--- config.mk ---
export PLATFORM = sky130hd
export DESIGN_NAME = keypad_scanner
export DESIGN_NICKNAME = d
export VERILOG_FILES = /design/src/rtl/keypad_scanner.sv
export SDC_FILE = /design/constraint.sdc
export NUM_CORES = 1
export LEC_CHECK = 0
export BUFFER_PORTS_ARGS = -buffer_cell sky130_fd_sc_hd__buf_4
export CAP_MARGIN = 25
export CORE_MARGIN = 1
export CORE_UTILIZATION = 35
export CTS_CLUSTER_SIZE = 25
export DETAILED_ROUTE_END_ITERATION = 7
export GPL_ROUTABILITY_DRIVEN = 0
export GPL_TIMING_DRIVEN = 0
export SLEW_MARGIN = 10
export SYNTH_ARGS = -nofsm -noshare
export SYNTH_HDL_FRONTEND = slang
export SYNTH_SLANG_ARGS = --single-unit
--- constraint.sdc ---
create_clock -name clk -period 4.65 [get_ports clk]
set_input_delay 0.93 -clock clk [delete_from_list [all_inputs] [get_ports clk]]
set_output_delay 0.93 -clock clk [all_outputs]
set_load 0.005 [all_outputs]
--- src/rtl/keypad_scanner.sv ---
// keypad_scanner
//   Matrix-keypad scanner. Drives one column at a time, samples the
//   synchronised row returns at the end of each column dwell, locks onto a
//   column when exactly one row is high, then debounces press and release
//   against the latched row pattern. Emits a binary key index, a press /
//   repeat strobe, a held level, a release strobe and a multi-key strobe.
//
//   Ports
//     clk          system clock
//     reset        synchronous, active-high reset
//     filas_raw    asynchronous row returns (bit r = row r, high = contact)
//     columnas     one-hot column drive (bit c = column c)
//     key_code     row*COLS + col of the current / last key
//     key_valid    1-cycle strobe on debounced press and each auto-repeat
//     key_held     high from the press strobe until the release strobe
//     key_release  1-cycle strobe when the debounced release completes
//     multi_key    1-cycle strobe when a scan sample shows >1 row high
module keypad_scanner #(
  parameter int ROWS            = 4,
  parameter int COLS            = 4,
  parameter int SCAN_CYCLES     = 2**19,
  parameter int DEBOUNCE_CYCLES = 2**16,
  parameter int REPEAT_EN       = 1,
  parameter int REPEAT_DELAY    = 2**24,
  parameter int REPEAT_PERIOD   = 2**22,
  parameter int CODE_W          = $clog2(ROWS*COLS)
) (
  input  logic              clk,
  input  logic              reset,
  input  logic [ROWS-1:0]   filas_raw,
  output logic [COLS-1:0]   columnas,
  output logic [CODE_W-1:0] key_code,
  output logic              key_valid,
  output logic              key_held,
  output logic              key_release,
  output logic              multi_key
);

  localparam int ROW_W   = (ROWS > 1) ? $clog2(ROWS) : 1;
  localparam int COL_W   = $clog2(COLS);
  localparam int DWELL_W = $clog2(SCAN_CYCLES);
  localparam int DB_W    = $clog2(DEBOUNCE_CYCLES + 1);
  localparam int REP_MAX = (REPEAT_DELAY > REPEAT_PERIOD) ? REPEAT_DELAY : REPEAT_PERIOD;
  localparam int REP_W   = $clog2(REP_MAX + 1);

  localparam logic [1:0] ST_SCAN       = 2'd0;
  localparam logic [1:0] ST_DEBOUNCE   = 2'd1;
  localparam logic [1:0] ST_HELD       = 2'd2;
  localparam logic [1:0] ST_RELEASE_DB = 2'd3;

  // Two-flop synchroniser on the row returns
  logic [ROWS-1:0]   sync1_q, rows_s;

  logic [1:0]        state_q, state_d;
  logic [COL_W-1:0]  col_q, col_d;
  logic [DWELL_W-1:0] dwell_q, dwell_d;
  logic [ROWS-1:0]   pat_q, pat_d;
  logic [DB_W-1:0]   stab_q, stab_d;
  logic [DB_W-1:0]   rel_q, rel_d;
  logic [REP_W-1:0]  rep_q, rep_d;
  logic              rep_first_q, rep_first_d;
  logic [CODE_W-1:0] code_q, code_d;
  logic              valid_q, valid_d;
  logic              held_q, held_d;
  logic              release_q, release_d;
  logic              multi_q, multi_d;

  // Row-pattern decode
  logic [ROW_W-1:0]  sel_row;
  logic              rows_any, rows_one, row_match;
  logic              dwell_last, db_done, rel_done;
  logic [COL_W-1:0]  col_next;
  logic [CODE_W-1:0] code_at;
  logic [REP_W-1:0]  rep_target;
  logic              do_rel;

  always_comb begin
    sel_row = '0;
    for (int r = ROWS-1; r >= 0; r--) begin
      if (rows_s[r]) sel_row = ROW_W'(r);
    end
  end

  assign rows_any   = |rows_s;
  // Exactly one bit set: nonzero and clearing the lowest set bit leaves zero
  assign rows_one   = rows_any && ((rows_s & (rows_s - ROWS'(1))) == '0);
  assign row_match  = (rows_s == pat_q);
  assign dwell_last = (dwell_q == DWELL_W'(SCAN_CYCLES - 1));
  assign db_done    = (stab_q == DB_W'(DEBOUNCE_CYCLES - 1));
  assign rel_done   = (rel_q  == DB_W'(DEBOUNCE_CYCLES - 1));
  assign col_next   = (col_q == COL_W'(COLS - 1)) ? '0 : col_q + COL_W'(1);
  assign code_at    = CODE_W'(sel_row) * CODE_W'(COLS) + CODE_W'(col_q);
  // First repeat waits REPEAT_DELAY, later ones REPEAT_PERIOD
  assign rep_target = rep_first_q ? REP_W'(REPEAT_DELAY) : REP_W'(REPEAT_PERIOD);

  always_comb begin
    state_d     = state_q;
    col_d       = col_q;
    dwell_d     = dwell_q;
    pat_d       = pat_q;
    stab_d      = stab_q;
    rel_d       = rel_q;
    rep_d       = rep_q;
    rep_first_d = rep_first_q;
    code_d      = code_q;
    held_d      = held_q;
    valid_d     = 1'b0;
    release_d   = 1'b0;
    multi_d     = 1'b0;
    do_rel      = 1'b0;

    case (state_q)
      ST_SCAN: begin
        if (dwell_last) begin
          dwell_d = '0;
          if (rows_one) begin
            // Lock: column drive stays here while debouncing
            pat_d   = rows_s;
            code_d  = code_at;
            stab_d  = '0;
            state_d = ST_DEBOUNCE;
          end else begin
            col_d   = col_next;
            multi_d = rows_any;
          end
        end else begin
          dwell_d = dwell_q + DWELL_W'(1);
        end
      end

      ST_DEBOUNCE: begin
        if (!row_match) begin
          stab_d  = '0;
          dwell_d = '0;
          col_d   = col_next;
          state_d = ST_SCAN;
        end else if (db_done) begin
          valid_d     = 1'b1;
          held_d      = 1'b1;
          stab_d      = '0;
          rep_d       = '0;
          rep_first_d = 1'b1;
          state_d     = ST_HELD;
        end else begin
          stab_d = stab_q + DB_W'(1);
        end
      end

      ST_HELD: begin
        if (row_match) begin
          if (REPEAT_EN != 0) begin
            if (rep_q + REP_W'(1) == rep_target) begin
              valid_d     = 1'b1;
              rep_d       = '0;
              rep_first_d = 1'b0;
            end else begin
              rep_d = rep_q + REP_W'(1);
            end
          end else if (rep_q != REP_W'(REP_MAX)) begin
            rep_d = rep_q + REP_W'(1);
          end
        end else if (DEBOUNCE_CYCLES <= 1) begin
          do_rel = 1'b1;
        end else begin
          // This mismatch cycle already counts as the first
          rel_d   = DB_W'(1);
          state_d = ST_RELEASE_DB;
        end
      end

      default: begin // ST_RELEASE_DB
        if (row_match) begin
          // Glitch: resume hold, repeat timing keeps its place
          rel_d   = '0;
          state_d = ST_HELD;
        end else if (rel_done) begin
          do_rel = 1'b1;
        end else begin
          rel_d = rel_q + DB_W'(1);
        end
      end
    endcase

    if (do_rel) begin
      release_d = 1'b1;
      held_d    = 1'b0;
      rel_d     = '0;
      rep_d     = '0;
      dwell_d   = '0;
      col_d     = col_next;
      state_d   = ST_SCAN;
    end
  end

  always_ff @(posedge clk) begin
    if (reset) begin
      sync1_q     <= '0;
      rows_s      <= '0;
      state_q     <= ST_SCAN;
      col_q       <= '0;
      dwell_q     <= '0;
      pat_q       <= '0;
      stab_q      <= '0;
      rel_q       <= '0;
      rep_q       <= '0;
      rep_first_q <= 1'b0;
      code_q      <= '0;
      valid_q     <= 1'b0;
      held_q      <= 1'b0;
      release_q   <= 1'b0;
      multi_q     <= 1'b0;
    end else begin
      sync1_q     <= filas_raw;
      rows_s      <= sync1_q;
      state_q     <= state_d;
      col_q       <= col_d;
      dwell_q     <= dwell_d;
      pat_q       <= pat_d;
      stab_q      <= stab_d;
      rel_q       <= rel_d;
      rep_q       <= rep_d;
      rep_first_q <= rep_first_d;
      code_q      <= code_d;
      valid_q     <= valid_d;
      held_q      <= held_d;
      release_q   <= release_d;
      multi_q     <= multi_d;
    end
  end

  always_comb begin
    columnas        = '0;
    columnas[col_q] = 1'b1;
  end

  assign key_code    = code_q;
  assign key_valid   = valid_q;
  assign key_held    = held_q;
  assign key_release = release_q;
  assign multi_key   = multi_q;

`ifndef SYNTHESIS
  a_col_onehot: assert property (@(posedge clk) $onehot(columnas));
  a_strobe_excl: assert property (@(posedge clk) $onehot0({key_valid, key_release, multi_key}));
  a_valid_held: assert property (@(posedge clk) key_valid |-> key_held);
`endif

endmodule

==> flow_summary.toml <==
[status]
status = "complete, no violations"

[worst_setup_path]
crit_type = "reg -> reg"
critPathMaxFanout = 10
ff2ff_setup_slack_ps = 960
cp-start-kind = "flip-flop"
crit_end = "rep_q[4]"
cp-end-kind = "flip-flop"
reg2reg_depth = 11
reg2reg_from = "rep_q[0]"
crit_arrival_ps = 3900
worst_ep_required_time_ps = 4870
critPathLaunch = "rep_q[0]"
rr_endpoint = "rep_q[4]"

[flow_run]
max_cap_viol_count = 0

[route]
drt-vias-per-instance = 5.36
met1_length_um = 6240
route.detailed.drc = 0
dr_wl_met2_um = 6240
dr.pass1.iters = 5
wl_um = 13300
vias = 4963
wl_met3_um = 598
route.top_layer_used = "met4"
wl_per_cell_um = 14.4
drtIter0Drc = 300
ant_nets = 0

[logic_synthesis]
syn_avg_cell_area_um2 = 8.09
synthTopCellsByCount = "103 x dfxtp_1, 86 x nor2_1, 71 x nand2_1"
synth_most_common_cell = "dfxtp_1"
synth_nets = 701
synth_top_cell_area_share_pct = 37.4
syn_inst = 682
yosys_most_used_dff = "dfxtp_1"
synth_cell_types = 64
yosysTopAreaCell = "dfxtp_1"
synthTopCellsByArea = "dfxtp_1 37%, nor2_1 5.9%, xor2_1 4.9%"
synthArstFlopShare_pct = 0
synth-seq-area-share_pct = 37.4
synth_edf_count = 0
yosysWarningCount = 0
ys_ff_latch = 103
synth_area_um2 = 5520

[die]
fp.dieArea_um2 = 16300
initial_core_util_pct = 36.0
die_h_um = 128
ios = 18
die_w_um = 128
core_area_um2 = 15300
rows = 45

[timing]
rsz0062_at_grt = "false"
min_period_ps = 3690
worst_slack_ps = 963
slew_violations = 0
fin_tns_setup_ps = 0
hold_viol = 0
max_freq_mhz = 271
clock_skew_ps = 7.61
period_share_pct = 79.3
hold_slack_ps = 443
maxSlewHeadroom_pct = 50.7
worst_pin_slew_ps = 733
setup_viol = 0

[grt]
grt_start_max_net_pins = 18
grt_overflow = 0
grt_pass1_wl_um = 22700
grt_pass1_vias = 4732
track_usage_pct = 17.3
antenna_found_initial = 0

[cts]
post_cts_resized = 0
postCtsHoldBufs = 0
clk_latency_ps = 360
cts.sinks = 103
postCtsSetupBuffers = 0
clockRootBuffer = "clkbuf_16"
max-clock-path-buffers = 2
clk_pin_slew_worst_paths_ps = 70
tritoncts = "built"
numCtsBuffers = 9
cts.htree.levels = 3

[finish]
multi_input_area_um2 = 3200
final_cell_count_no_fill = 926
syn_to_final_growth_pct = 12.9
ff_latch_area_um2 = 2060
num-fill-cells = 1584
layout.nets = 729
final_util_pct = 40.7
drive_gt1_share_pct = 8.53
n_antenna_cell = 0

[placement]
dp_slack_ps = 1090
place_inst = 910
port_buffers = 17
dpl.hpwl_um = 9680

[power]
p_sw_share_pct = 29.4
p_int_mw = 1.50
p_switching_mw = 0.626
combPwrFrac_pct = 17.0
p_leak_nw = 2.14
p_clk_share_pct = 38.9
ir_drop_v = 0.000257
p_seq_share_pct = 44.1
p_per_area_nw_per_um2 = 342

[worst_hold_path]
hold_class = "reg -> reg"
==> routing by layer <==
metal	vias up	track usage [%]
li1	2486	-
met4	0	5.46
met2	109	28.7
met1	2346	22.3
met5	-	0
met3	22	3.69
==> registers in the layout (all words and copies together) (netlist names) <==
signal,flops
multi_key,1
rep_first_q,1
pat_q,4
key_valid,1
state_q,2
rel_q,17
rep_q,25
key_code,4
key_release,1
col_q,2
rows_s,4
key_held,1
sync1_q,4
dwell_q,19
stab_q,17
==> critical path, cell delays in order (launching register included) <==
cell and delay (ps):
dfxtp_1 430, ha_1 280, nand4_1 280, nor4_2 460, buf_4 240, a31oi_1 120, nor4_1 280, nand4_1 240
a2111oi_4 510, or2_2 190, clkbuf_1 360, o211ai_1 160
==> placed cells by master (no fill, tap or decap), types with 9 or more instances in the layout <==
cell type	instances
and4_1	9
xor2_1	31
inv_1	21
nand4_1	29
o21ai_0	28
dfxtp_1	103
mux2i_1	12
a21oi_1	22
xnor2_1	22
or3_1	19
nor2_1	86
nor3_1	19
buf_2	12
nand2_1	71
clkbuf_1	26
nor4_1	12
nand3_1	25
nor2b_1	12
ha_1	13
buf_4	18
clkbuf_16	9
==> through the flow <==
step	cell area, um2	power, mW
2_1_floorplan	5520	1.21
3_3_place_gp	5910	1.31
3_5_place_dp	5910	1.32
4_1_cts	6230	2.16
5_1_grt	6230	2.23
6_report	6230	2.13
==> layout make-up <==
class | count | share of cell area [%]
Inverter | 21 | 1.27
Tap cell | 211 | 4.24
Clock buffer | 11 | 3.74
Timing Repair Buffer | 17 | 2.05
Multi-Input combinational cell | 518 | 51.4
Buffer | 40 | 2.83
Clock inverter | 5 | 1.43
Sequential cell | 103 | 33.1
==> kinds of logic after synthesis <==
| group | Yosys count | synth area share, % |
|---|---|---|
| XOR/XNOR | 53 | 8.41 |
| buffers and inverters | 61 | 4.63 |
| adder cells (fa/ha/maj) | 14 | 3.13 |
| AND/OR/NAND/NOR | 325 | 30.3 |
| flip-flops | 103 | 37.4 |
| AO/OA/AOI/OAI | 113 | 13.7 |
| multiplexers | 13 | 2.38 |
==> power by group through the flow <==
stage | logic [mW] | clock network (mW) | registers (mW)
after floorplan | 0.256 | 0 | 0.952
after global placement | 0.352 | 0 | 0.957
after detailed placement | 0.360 | 0 | 0.959
after CTS | 0.363 | 0.853 | 0.939
after global routing | 0.408 | 0.881 | 0.943
final | 0.363 | 0.827 | 0.939
==> worst min-delay path by stage <==
stage,from,endpoint,cells past startpoint,slack [ps]
floorplan,sync1_q[0],rows_s[0],1,410
global placement,sync1_q[1],rows_s[1],1,420
detailed placement,sync1_q[0],rows_s[0],1,430
CTS,sync1_q[0],rows_s[0],1,450
global route,sync1_q[3],rows_s[3],1,470
finish,sync1_q[0],rows_s[0],1,440
Note: power is estimated with default switching activity, not from simulation.
